[config.mk]
export PLATFORM = sky130hd
export DESIGN_NAME = wildcard_seq_detector_flat
export DESIGN_NICKNAME = d
export VERILOG_FILES = /design/src/rtl/wildcard_seq_detector_if.sv /design/src/rtl/wildcard_seq_detector.sv /design/src/flat_wrapper.sv
export SDC_FILE = /design/constraint.sdc
export NUM_CORES = 1
export LEC_CHECK = 0
export CORE_ASPECT_RATIO = 1.25
export CORE_UTILIZATION = 28
export CTS_CLUSTER_DIAMETER = 60
export DETAILED_ROUTE_END_ITERATION = 16
export SLEW_MARGIN = 40
export SYNTH_ARGS = -nofsm -noshare
export SYNTH_HDL_FRONTEND = slang
export SYNTH_SLANG_ARGS = --single-unit
export TNS_END_PERCENT = 20
[constraint.sdc]
create_clock -name i_clk -period 6.6 [get_ports i_clk]
set_clock_uncertainty 0.2 [all_clocks]
set_input_delay 1.98 -clock i_clk [delete_from_list [all_inputs] [get_ports i_clk]]
set_output_delay 1.98 -clock i_clk [all_outputs]
set_load 0.02 [all_outputs]
[src/rtl/wildcard_seq_detector_if.sv]
// Config, input-beat, hit-handshake and status bundle for wildcard_seq_detector.
// slave = detector side, master = driver/consumer side.
interface wildcard_seq_detector_if #(
    parameter int DATA_W = 8,
    parameter int CNT_W  = 8
);
    logic              i_cfg_we;
    logic [3:0]        i_cfg_addr;
    logic [DATA_W-1:0] i_cfg_pattern;
    logic [DATA_W-1:0] i_cfg_mask;
    logic              o_cfg_err;
    logic              i_in_valid;
    logic              o_in_ready;
    logic [DATA_W-1:0] i_in_data;
    logic              o_hit_valid;
    logic              i_hit_ready;
    logic [3:0]        o_state;
    logic [CNT_W-1:0]  o_hit_count;

    modport slave (
        input  i_cfg_we, i_cfg_addr, i_cfg_pattern, i_cfg_mask,
        input  i_in_valid, i_in_data, i_hit_ready,
        output o_cfg_err, o_in_ready, o_hit_valid, o_state, o_hit_count
    );

    modport master (
        output i_cfg_we, i_cfg_addr, i_cfg_pattern, i_cfg_mask,
        output i_in_valid, i_in_data, i_hit_ready,
        input  o_cfg_err, o_in_ready, o_hit_valid, o_state, o_hit_count
    );
endinterface

[src/rtl/wildcard_seq_detector.sv]
// Detects entry0..entry[DEPTH-1] on consecutive accepted beats using masked compare.
// Define WILDCARD_SEQ_OVERLAP_EN to re-check the final beat of a hit against entry 0.
module wildcard_seq_detector #(
    parameter int DATA_W = 8,
    parameter int DEPTH  = 4,
    parameter int CNT_W  = 8
) (
    input logic                  i_clk,
    input logic                  i_rst,
    wildcard_seq_detector_if.slave bus
);
    localparam int IDX_W = (DEPTH > 1) ? $clog2(DEPTH) : 1;
    localparam logic [IDX_W-1:0] LAST_IDX = IDX_W'(DEPTH - 1);

    logic [DATA_W-1:0] pattern_q [DEPTH];
    logic [DATA_W-1:0] mask_q    [DEPTH];
    logic [IDX_W-1:0]  state_q;
    logic              hit_valid_q;
    logic              cfg_err_q;
    logic [CNT_W-1:0]  hit_count_q;

    logic accept;
    logic addr_ok;
    logic match_cur;
    logic match_first;
    logic [IDX_W-1:0] after_hit;

    always_comb begin
        accept      = bus.i_in_valid && !hit_valid_q;
        addr_ok     = ({1'b0, bus.i_cfg_addr} < 5'(DEPTH));
        match_cur   = (((bus.i_in_data ^ pattern_q[state_q]) & ~mask_q[state_q]) == '0);
        match_first = (((bus.i_in_data ^ pattern_q[0]) & ~mask_q[0]) == '0);
`ifdef WILDCARD_SEQ_OVERLAP_EN
        after_hit   = match_first ? IDX_W'(1) : '0;
`else
        after_hit   = '0;
`endif
    end

    always_ff @(posedge i_clk) begin
        if (i_rst) begin
            for (int unsigned k = 0; k < DEPTH; k++) begin
                pattern_q[k] <= '0;
                mask_q[k]    <= '0;
            end
            state_q     <= '0;
            hit_valid_q <= 1'b0;
            cfg_err_q   <= 1'b0;
            hit_count_q <= '0;
        end else begin
            cfg_err_q <= bus.i_cfg_we && !addr_ok;

            if (hit_valid_q && bus.i_hit_ready)
                hit_valid_q <= 1'b0;

            // A valid config write overrides any beat accepted on the same edge.
            if (bus.i_cfg_we && addr_ok) begin
                pattern_q[bus.i_cfg_addr[IDX_W-1:0]] <= bus.i_cfg_pattern;
                mask_q[bus.i_cfg_addr[IDX_W-1:0]]    <= bus.i_cfg_mask;
                state_q                              <= '0;
            end else if (accept) begin
                if (match_cur) begin
                    if (state_q == LAST_IDX) begin
                        hit_valid_q <= 1'b1;
                        state_q     <= after_hit;
                        if (hit_count_q != '1)
                            hit_count_q <= hit_count_q + 1'b1;
                    end else begin
                        state_q <= state_q + 1'b1;
                    end
                end else begin
                    state_q <= match_first ? IDX_W'(1) : '0;
                end
            end
        end
    end

    assign bus.o_in_ready  = !hit_valid_q;
    assign bus.o_hit_valid = hit_valid_q;
    assign bus.o_cfg_err   = cfg_err_q;
    assign bus.o_state     = 4'(state_q);
    assign bus.o_hit_count = hit_count_q;
endmodule

[src/flat_wrapper.sv]
// flat-port wrapper written by rule: the top's interface ports become plain ports
module wildcard_seq_detector_flat 
#(
    parameter int DATA_W = 8,
    parameter int DEPTH  = 4,
    parameter int CNT_W  = 8
)
  (i_clk, i_rst, bus_i_cfg_we, bus_i_cfg_addr, bus_i_cfg_pattern, bus_i_cfg_mask, bus_i_in_valid, bus_i_in_data, bus_i_hit_ready, bus_o_cfg_err, bus_o_in_ready, bus_o_hit_valid, bus_o_state, bus_o_hit_count);
  wildcard_seq_detector_if #(.DATA_W(DATA_W), .CNT_W(CNT_W)) bus_i ();
  input logic i_clk;
  input logic i_rst;
  input wire logic [$bits(bus_i.i_cfg_we)-1:0] bus_i_cfg_we;
  input wire logic [$bits(bus_i.i_cfg_addr)-1:0] bus_i_cfg_addr;
  input wire logic [$bits(bus_i.i_cfg_pattern)-1:0] bus_i_cfg_pattern;
  input wire logic [$bits(bus_i.i_cfg_mask)-1:0] bus_i_cfg_mask;
  input wire logic [$bits(bus_i.i_in_valid)-1:0] bus_i_in_valid;
  input wire logic [$bits(bus_i.i_in_data)-1:0] bus_i_in_data;
  input wire logic [$bits(bus_i.i_hit_ready)-1:0] bus_i_hit_ready;
  output wire logic [$bits(bus_i.o_cfg_err)-1:0] bus_o_cfg_err;
  output wire logic [$bits(bus_i.o_in_ready)-1:0] bus_o_in_ready;
  output wire logic [$bits(bus_i.o_hit_valid)-1:0] bus_o_hit_valid;
  output wire logic [$bits(bus_i.o_state)-1:0] bus_o_state;
  output wire logic [$bits(bus_i.o_hit_count)-1:0] bus_o_hit_count;
  assign bus_i.i_cfg_we = bus_i_cfg_we;
  assign bus_i.i_cfg_addr = bus_i_cfg_addr;
  assign bus_i.i_cfg_pattern = bus_i_cfg_pattern;
  assign bus_i.i_cfg_mask = bus_i_cfg_mask;
  assign bus_i.i_in_valid = bus_i_in_valid;
  assign bus_i.i_in_data = bus_i_in_data;
  assign bus_i.i_hit_ready = bus_i_hit_ready;
  assign bus_o_cfg_err = bus_i.o_cfg_err;
  assign bus_o_in_ready = bus_i.o_in_ready;
  assign bus_o_hit_valid = bus_i.o_hit_valid;
  assign bus_o_state = bus_i.o_state;
  assign bus_o_hit_count = bus_i.o_hit_count;
  wildcard_seq_detector #(.DATA_W(DATA_W), .DEPTH(DEPTH), .CNT_W(CNT_W)) u_core (.i_clk(i_clk), .i_rst(i_rst), .bus(bus_i));
endmodule
; ---- Yosys cells after proc, flatten, opt, wreduce, memory -nomap -nowiden
; Memories as Yosys holds them, arrays and structs flattened. A register that Yosys moved wholly into a read port is not among the register bits.
; Cells that the tools add are included.
[classes]
mux = 23
magnitude_cmp = 1
n_reduce_logical = 12
addsub = 2
bitwise_logic = 7
eq_ne = 2
[op_table]
columns = operator, n
row1 = $and A8 B8 Y8, 2
row2 = $logic_not A8 Y1, 2
row3 = $mux W2, 8
row4 = $mux W8, 2
row5 = $not A8 Y8, 2
row6 = $reduce_or A8 Y1, 2
row7 = $xor A8 B8 Y8, 2
row8 = $mux W1, 13
row9 = $add A8 B1 Y8 const B, 1
row10 = $ne A8 B8 Y1 const B, 1
row11 = $reduce_and A5 Y1, 1
row12 = $logic_and A1 B1 Y1, 4
row13 = $lt A4 B3 Y1 const B, 1
row14 = $add A2 B1 Y2 const B, 1
row15 = $eq A2 B2 Y1 const B, 1
row16 = $logic_not A1 Y1, 2
row17 = $reduce_or A2 Y1, 1
row18 = $not A1 Y1, 1
[totals]
regBits = 12
ram_bits = 64
input_bits = 33
out_inout_bits = 15
memories = 2
elab_cells = 53
[memory_table]
columns = name, words, width, read_ports, rd_clocked_by_memory_dff, wr, line
row1 = u_core.mask_q, 4, 8, 2, 1, 4, wildcard_seq_detector.sv:16  ; logic [DATA_W-1:0] mask_q [DEPTH];
row2 = u_core.pattern_q, 4, 8, 2, 1, 4, wildcard_seq_detector.sv:15  ; logic [DATA_W-1:0] pattern_q [DEPTH];

; ---- Depth between registers and ports, before layout
; Gate-level depths: netlist of the first run.
; An unclocked memory read counts as a cell.
[depth]
depth_word = 8
depth_mapped = 9
mapped_depth_nobuf = 7

; ---- Worst setup path after synthesis of the first run
; OpenSTA, ideal clock, no wires.
[synth_path]
path_kind = input to register
start = in bus_i_cfg_addr[2]
end = mem u_core.mask_q[2][0] (enable)
path_buffers = 0
setup_slack_ps = 2794
required_ps = 6066
arrival_ps = 3273
setup_time_ps = 334
stages = 4
cell_sequence = nor2_1 -> nand2_1 -> nor4b_1 -> or2_2
[synth_lines]
columns = item, line
row1 = start: declaration, flat_wrapper.sv:13  ; input wire logic [$bits(bus_i.i_cfg_addr)-1:0] bus_i_cfg_addr;
row2 = end: declaration, wildcard_seq_detector.sv:16

; ---- Worst setup path after layout of the first run
[layout_path]
start = in bus_i_in_data[1]
end = reg u_core.hit_count_q[7], in the netlist u_core.bus.o_hit_count[7]
[layout_between]
elab_chain_cells = 4
[layout_rtl]
columns = item, line
row1 = start: declaration, flat_wrapper.sv:17  ; input wire logic [$bits(bus_i.i_in_data)-1:0] bus_i_in_data;
row2 = $xor A8 B8 Y8, wildcard_seq_detector.sv:31  ; match_cur = (((bus.i_in_data ^ pattern_q[state_q]) & ~mask_q[state_q]) == '0);
row3 = $and A8 B8 Y8, wildcard_seq_detector.sv:31
row4 = $logic_not A8 Y1, wildcard_seq_detector.sv:31
row5 = $reduce_and A5 Y1 (no source line), n/a
row6 = end signal: assignment, wildcard_seq_detector.sv:67  ; hit_count_q <= hit_count_q + 1'b1;
row7 = end: declaration, wildcard_seq_detector.sv:20  ; logic [CNT_W-1:0] hit_count_q;
; Every way passes these cells.
; A chain may end at the register's enable or synchronous reset.

==> run_results.csv, run 1 <==
group,metric,value,unit
detailed_routing,detailedRoute.firstPassIterationCount,4,
yosys,synth_largest_area_cell,"sky130_fd_sc_hd__edfxtp_1",
placed_design,port-buffer-count,45,
final_layout,number_of_diodes,0,
min_path,end_point_of_the_most_critical_hold_path,"u_core.state_q[1]",
critical_path,cp_data_required_time,6630,ps
final_layout,layout_commonest_cell,"sky130_fd_sc_hd__and2_1",
clock_network,cts.reportedPaths.clkPinSlew,60,ps
sta,timing.slew.headroom,45.9,%
critical_path,worstReg2RegStart,"u_core.pattern_q[3][1]",
die,initial_utilization,28.6,%
detailed_routing,routed-via-count,2257,
clock_network,ctsRootBufferMaster,"sky130_fd_sc_hd__clkbuf_16",
critical_path,worst_r2r_endpoint,"u_core.bus.o_hit_count[7]",
clock_network,max-clock-path-buffers,2,
clock_network,post-cts-setup-buffers,0,
global_routing,first_global_vias,2359,
sta,min_period,4360,ps
clock_network,postCtsHoldBufs,0,
yosys,synth.ff_latch_count,78,
power,power.clock.fraction,43.8,%
final_layout,nNetsFinal,368,
final_layout,drive_above_1_share,8.31,%
global_routing,globalRoute.totalOverflow,0,
yosys,synth_ff_type,"sky130_fd_sc_hd__edfxtp_1",
final_layout,filler_cell_count,1235,
sta,worst-slew-pin-transition,811,ps
yosys,synthesized_area_divided_by_synthesized_cell_count,12.5,um2
outcome,run_status,"finished clean",
power,power.density,262,nW/um2
placed_design,hpwlAfterDp,5.49,mm
clock_network,cts_resized,0,
placed_design,place.gp.congestion,0.763,
critical_path,path_class,"in -> reg",
global_routing,grt_start_max_net_pins,23,
die,floorplan.die.width,104,um
sta,final-setup-viol-count,0,
detailed_routing,drt_iter0_drc,154,
die,die_height,129,um
final_layout,post_synthesis_to_final_layout_area_growth,24.8,%
power,power_switching,0.251,mW
flow_run,cap_violations,0,
critical_path,r2r_setup_slack,4040,ps
detailed_routing,drc,0,
detailed_routing,drt_wl_total,7.91,mm
sta,rsz0062_at_grt,"false",
critical_path,setup.worst_path.end_class,"register",
clock_network,insertion_delay,340,ps
critical_path,worst_r2r_path_depth,7,
final_layout,layout_common_cells,"sky130_fd_sc_hd__and2_1, sky130_fd_sc_hd__edfxtp_1, sky130_fd_sc_hd__clkdlybuf4s50_1",
sta,setup_tns,0,ps
sta,slew_limit_fails,0,
min_path,hp-start,"u_core.state_q[1]",
clock_network,clock_sink_count,78,
placed_design,place_ws,1850,ps
global_routing,initial_antenna_violation_count,0,
yosys,post_synth_num_cell_types,44,
yosys,async_flop_share,0,%
power,p_sw_share,21.2,%
yosys,synth_top_cells_by_area,"sky130_fd_sc_hd__edfxtp_1, sky130_fd_sc_hd__and2_1, sky130_fd_sc_hd__dfxtp_1",
sta,final_clock_period_utilization_by_the_worst_path,66.1,%
critical_path,timing.critical_path.fanout_max,12,
power,power.static_leakage,1.53,nW
global_routing,wire_length_of_the_first_global_routing_pass,12.6,mm
yosys,syn-cell-area,3620,um2
yosys,synth_sequential_area_ratio,60.9,%
min_path,hold_path.class,"reg -> reg",
power,p_seq_share,48.0,%
global_routing,grt_use_total,12.8,%
sta,fmax,0.229,GHz
die,core.rowCount,46,
die,pin_count,48,
detailed_routing,drt-wirelength-per-cell,15.7,um
detailed_routing,drt.antenna.violating_nets,0,
die,dieArea,13400,um2
power,internal_power,0.932,mW
clock_network,cts_inserted_buffers,9,
min_path,number_of_cells_on_the_worst_hold_path,2,
yosys,share_of_the_synthesized_area_in_the_top_cell_type,53.1,%
clock_network,cts_tree,"built",
power,design_power_total,1.18,mW
yosys,number_of_synthesized_flops_with_an_enable_pin,64,
sta,final_worst_slack,2240,ps
critical_path,critical_path.startpoint_type,"input pin",
yosys,synthCells,290,
sta,hold_viol_final,0,
detailed_routing,routed_via_density,4.47,
power,comb_power_share,8.2,%
yosys,yosysWarningCount,0,
clock_network,h-tree-depth,3,
sta,worst_hold_slack,352,ps
power,vdd.ir_drop.worst,123,uV
critical_path,timing.critical_path.arrival,4390,ps
die,core_area,12700,um2
flip-flops by register name, summed over array words and instances (netlist names), named ones only:
register / flops
u_core.bus.o_hit_valid: 1
u_core.state_q: 2
u_core.bus.o_cfg_err: 1
u_core.mask_q: 32
u_core.bus.o_hit_count: 8
u_core.pattern_q: 32
worst max path at each step:
stage	start	to	depth (start not counted)	slack [ps]
5_1_grt	bus_i_in_data[1]	u_core.bus.o_hit_count[7]	8	2040
4_1_cts	bus_i_in_data[1]	u_core.bus.o_hit_count[7]	8	2200
3_5_place_dp	bus_i_in_data[1]	u_core.bus.o_hit_count[7]	8	1850
2_1_floorplan	bus_i_cfg_addr[2]	u_core.mask_q[2][0]	4	2790
6_report	bus_i_in_data[1]	u_core.bus.o_hit_count[7]	8	2240
3_3_place_gp	bus_i_in_data[1]	u_core.bus.o_hit_count[7]	8	1900
worst max-delay path, stage by stage:
cell and delay, ps:
sky130_fd_sc_hd__clkdlybuf4s50_1 510, sky130_fd_sc_hd__xnor2_1 280, sky130_fd_sc_hd__o22ai_1 130, sky130_fd_sc_hd__nor4_1 290, sky130_fd_sc_hd__o2111ai_1 180, sky130_fd_sc_hd__a21oi_2 500, sky130_fd_sc_hd__nand4_1 170, sky130_fd_sc_hd__mux2_1 330
per-stage QoR:
step / utilization, % / cell area [um2] / std cells
floorplan: - / 3620 / 291
global placement: 33.3 / 4210 / 490
global route: 35.7 / 4510 / 505
detailed placement: 33.3 / 4210 / 490
finish: 35.7 / 4510 / 505
CTS: 35.7 / 4520 / 505
cells in the mapped netlist (all sizes together), types with 2 or more instances:
| cell type | count |
|---|---|
| and2 | 65 |
| edfxtp | 64 |
| xnor2 | 33 |
| dfxtp | 14 |
| nor2 | 13 |
| buf | 10 |
| o22ai | 10 |
| o21ai | 9 |
| clkbuf | 7 |
| nand3 | 7 |
| a21oi | 6 |
| inv | 6 |
| nand2 | 4 |
| nor4 | 4 |
| a21o | 3 |
| and3 | 3 |
| nor2b | 3 |
| nor3 | 3 |
| or2 | 3 |
| ha | 2 |
| mux2i | 2 |
| nand2b | 2 |
| nor4b | 2 |
metal layers:
layer	global-route usage (%)	wire length (um)	up-vias
li1	-	-	1100
met1	13.6	3140	1078
met2	23.0	4110	63
met3	3.77	438	16
met4	7.25	215	0
met5	0	0	-
cell families after synthesis:
family                     share of synthesized area [%]
AOI/OAI and AO/OA                                   6.92
xor gates and xnor gates                            8.62
adders and majority gates                          0.692
buffers and inverters                               3.67
DFF                                                 60.9
muxes                                              0.865
other                                              0.104
and+or+nand+nor                                     18.2
layout make-up:
class                           instances  area, um2  share of cell area, %
Inverter                                6       22.5                  0.499
Sequential cell                        78       2200                   48.8
Timing Repair Buffer                   48        468                   10.4
Tap cell                              168        210                   4.66
Clock buffer                           11        233                   5.16
Clock inverter                          4       72.6                   1.61
Multi-Input combinational cell        190       1310                   28.9
power by group through the flow:
stage | Sequential [mW] | Clock, mW | Combinational (mW)
5_1_grt | 0.571 | 0.545 | 0.106
3_5_place_dp | 0.579 | 0 | 0.0985
2_1_floorplan | 0.577 | 0 | 0.0567
4_1_cts | 0.569 | 0.526 | 0.0990
3_3_place_gp | 0.578 | 0 | 0.0984
6_report | 0.568 | 0.519 | 0.0965
Power figures use the tool's default switching activity.
==> run 2, diff against run 1 <==
==> constraint.sdc (replaced) <==
create_clock -name i_clk -period 3.8 [get_ports i_clk]
set_clock_uncertainty 0.2 [all_clocks]
set_input_delay 1.14 -clock i_clk [delete_from_list [all_inputs] [get_ports i_clk]]
set_output_delay 1.14 -clock i_clk [all_outputs]
set_load 0.02 [all_outputs]
==> run 2 against run 1 <==
Net effect:
- register-to-register slack got worse by 2500 ps
- sequential share of layout area shrank 0.11 points
- critical path depth is the same
- clock power rose by 58%
- cell area grew 0.22%
- worst setup slack got worse by 1700 ps
- global-route usage down 0.48 points
- cell count rose by 0.99%
- non-clock buffer count is 4 higher
- total power rose by 67%
- largest power group unchanged
==> run_results.csv, run 2 (synthesized netlist as in run 1, its figures left out) <==
group,metric,value,unit
outcome,run_status,"finished clean",
critical_path,r2r_setup_slack,1530,ps
detailed_routing,drt_iter0_drc,91,
detailed_routing,drt_wl_total,7.76,mm
die,die_height,129,um
detailed_routing,detailedRoute.firstPassIterationCount,5,
global_routing,initial_antenna_violation_count,0,
min_path,hold_path.class,"reg -> reg",
power,power.density,437,nW/um2
sta,min_period,3260,ps
power,vdd.ir_drop.worst,200,uV
global_routing,grt_use_met3,3.57,%
sta,final_worst_slack,537,ps
die,pin_count,48,
min_path,number_of_cells_on_the_worst_hold_path,2,
sta,final_clock_period_utilization_by_the_worst_path,85.9,%
clock_network,max-clock-path-buffers,2,
detailed_routing,routed_via_density,4.45,
final_layout,final_core_util,35.7,%
global_routing,wire_length_of_the_first_global_routing_pass,12.1,mm
critical_path,timing.critical_path.arrival,3280,ps
critical_path,path_class,"in -> reg",
critical_path,worstReg2RegStart,"u_core.pattern_q[3][1]",
die,dieArea,13400,um2
detailed_routing,drt.antenna.violating_nets,0,
sta,worst_hold_slack,345,ps
die,core.rowCount,46,
global_routing,grt_busiest_layer,"met2",
final_layout,nNetsFinal,372,
sta,fmax,0.306,GHz
global_routing,first_global_vias,2249,
final_layout,layout.cells.non_filler,510,
critical_path,worst_r2r_path_depth,7,
placed_design,place.detailed.instances,494,
detailed_routing,drc,0,
final_layout,drive_above_1_share,8.77,%
clock_network,cts.reportedPaths.clkPinSlew,60,ps
final_layout,post_synthesis_to_final_layout_area_growth,25.1,%
sta,hold_viol_final,0,
placed_design,hpwlAfterDp,5.46,mm
min_path,end_point_of_the_most_critical_hold_path,"u_core.state_q[1]",
clock_network,clock_sink_count,78,
die,initial_utilization,28.6,%
critical_path,cp_data_required_time,3820,ps
placed_design,place.gp.congestion,0.819,
die,core_area,12700,um2
final_layout,layout_common_cells,"sky130_fd_sc_hd__and2_1, sky130_fd_sc_hd__edfxtp_1, sky130_fd_sc_hd__clkdlybuf4s50_1",
critical_path,timing.critical_path.fanout_max,4,
clock_network,h-tree-depth,3,
min_path,hp-start,"u_core.state_q[1]",
power,power.static_leakage,1.54,nW
global_routing,grt_start_max_net_pins,18,
global_routing,grt_use_total,12.4,%
detailed_routing,routed-via-count,2267,
clock_network,ctsRootBufferMaster,"sky130_fd_sc_hd__clkbuf_16",
final_layout,number_of_diodes,0,
clock_network,insertion_delay,330,ps
clock_network,cts_tree,"built",
sta,rsz0062_at_grt,"false",
clock_network,cts_inserted_buffers,9,
placed_design,place_ws,144,ps
global_routing,globalRoute.totalOverflow,0,
sta,slew_limit_fails,0,
power,power.clock.fraction,41.5,%
global_routing,global_route.usage.met2,22.1,%
clock_network,cts_resized,0,
placed_design,port-buffer-count,45,
detailed_routing,drt-wirelength-per-cell,15.2,um
power,p_sw_share,21.4,%
sta,setup_tns,0,ps
power,p_seq_share,50.0,%
clock_network,postCtsHoldBufs,0,
global_routing,met1_usage,13.6,%
critical_path,worst_r2r_endpoint,"u_core.bus.o_hit_count[7]",
power,internal_power,1.55,mW
clock_network,post-cts-setup-buffers,0,
final_layout,filler_cell_count,1249,
die,floorplan.die.width,104,um
power,power_switching,0.422,mW
critical_path,critical_path.startpoint_type,"input pin",
final_layout,layout_commonest_cell,"sky130_fd_sc_hd__and2_1",
critical_path,setup.worst_path.end_class,"register",
flow_run,cap_violations,0,
sta,final-setup-viol-count,0,
power,comb_power_share,8.5,%
-- run 2: power by group through the flow --
| stage | Clock (mW) | Sequential (mW) | Combinational (mW) |
|---|---|---|---|
| CTS | 0.835 | 0.987 | 0.173 |
| global placement | 0 | 1.00 | 0.171 |
| detailed placement | 0 | 1.01 | 0.172 |
| floorplan | 0 | 1.00 | 0.0986 |
| finish | 0.820 | 0.987 | 0.169 |
| global route | 0.870 | 0.991 | 0.184 |
-- run 2: critical path: stages --
cell	delay, ps
sky130_fd_sc_hd__clkdlybuf4s50_1	530
sky130_fd_sc_hd__xnor2_1	280
sky130_fd_sc_hd__o22ai_1	130
sky130_fd_sc_hd__nor4_1	270
sky130_fd_sc_hd__o2111ai_1	200
sky130_fd_sc_hd__a21oi_2	260
sky130_fd_sc_hd__nand4_1	140
sky130_fd_sc_hd__mux2_1	330
-- run 2: worst max-delay path by stage --
stage,startpoint,to,slack [ps],cells past startpoint
finish,bus_i_in_data[1],u_core.bus.o_hit_count[7],540,8
global route,bus_i_in_data[1],u_core.bus.o_hit_count[7],270,8
CTS,bus_i_in_data[1],u_core.bus.o_hit_count[7],490,8
detailed placement,bus_i_in_data[1],u_core.bus.o_hit_count[7],140,8
global placement,bus_i_in_data[1],u_core.bus.o_hit_count[7],240,8
floorplan,bus_i_cfg_addr[2],u_core.mask_q[2][0],830,4
-- run 2: stage by stage --
stage	power (mW)	instance area, um2
global placement	1.17	4240
global route	2.04	4520
CTS	2.00	4520
finish	1.98	4520
detailed placement	1.18	4240
floorplan	1.10	3620
-- run 2: per-layer routing --
metal	wire length, um	vias to the layer above
li1	-	1109
met1	3210	1083
met2	4000	66
met3	398	9
met4	148	0
met5	0	-
-- run 2: cell type report --
class	count	area (um2)	share of cell area, %
Clock buffer	11	233	5.14
Clock inverter	5	50.0	1.11
Inverter	6	22.5	0.498
Multi-Input combinational cell	190	1300	28.8
Sequential cell	78	2200	48.7
Tap cell	168	210	4.65
Timing Repair Buffer	52	503	11.1
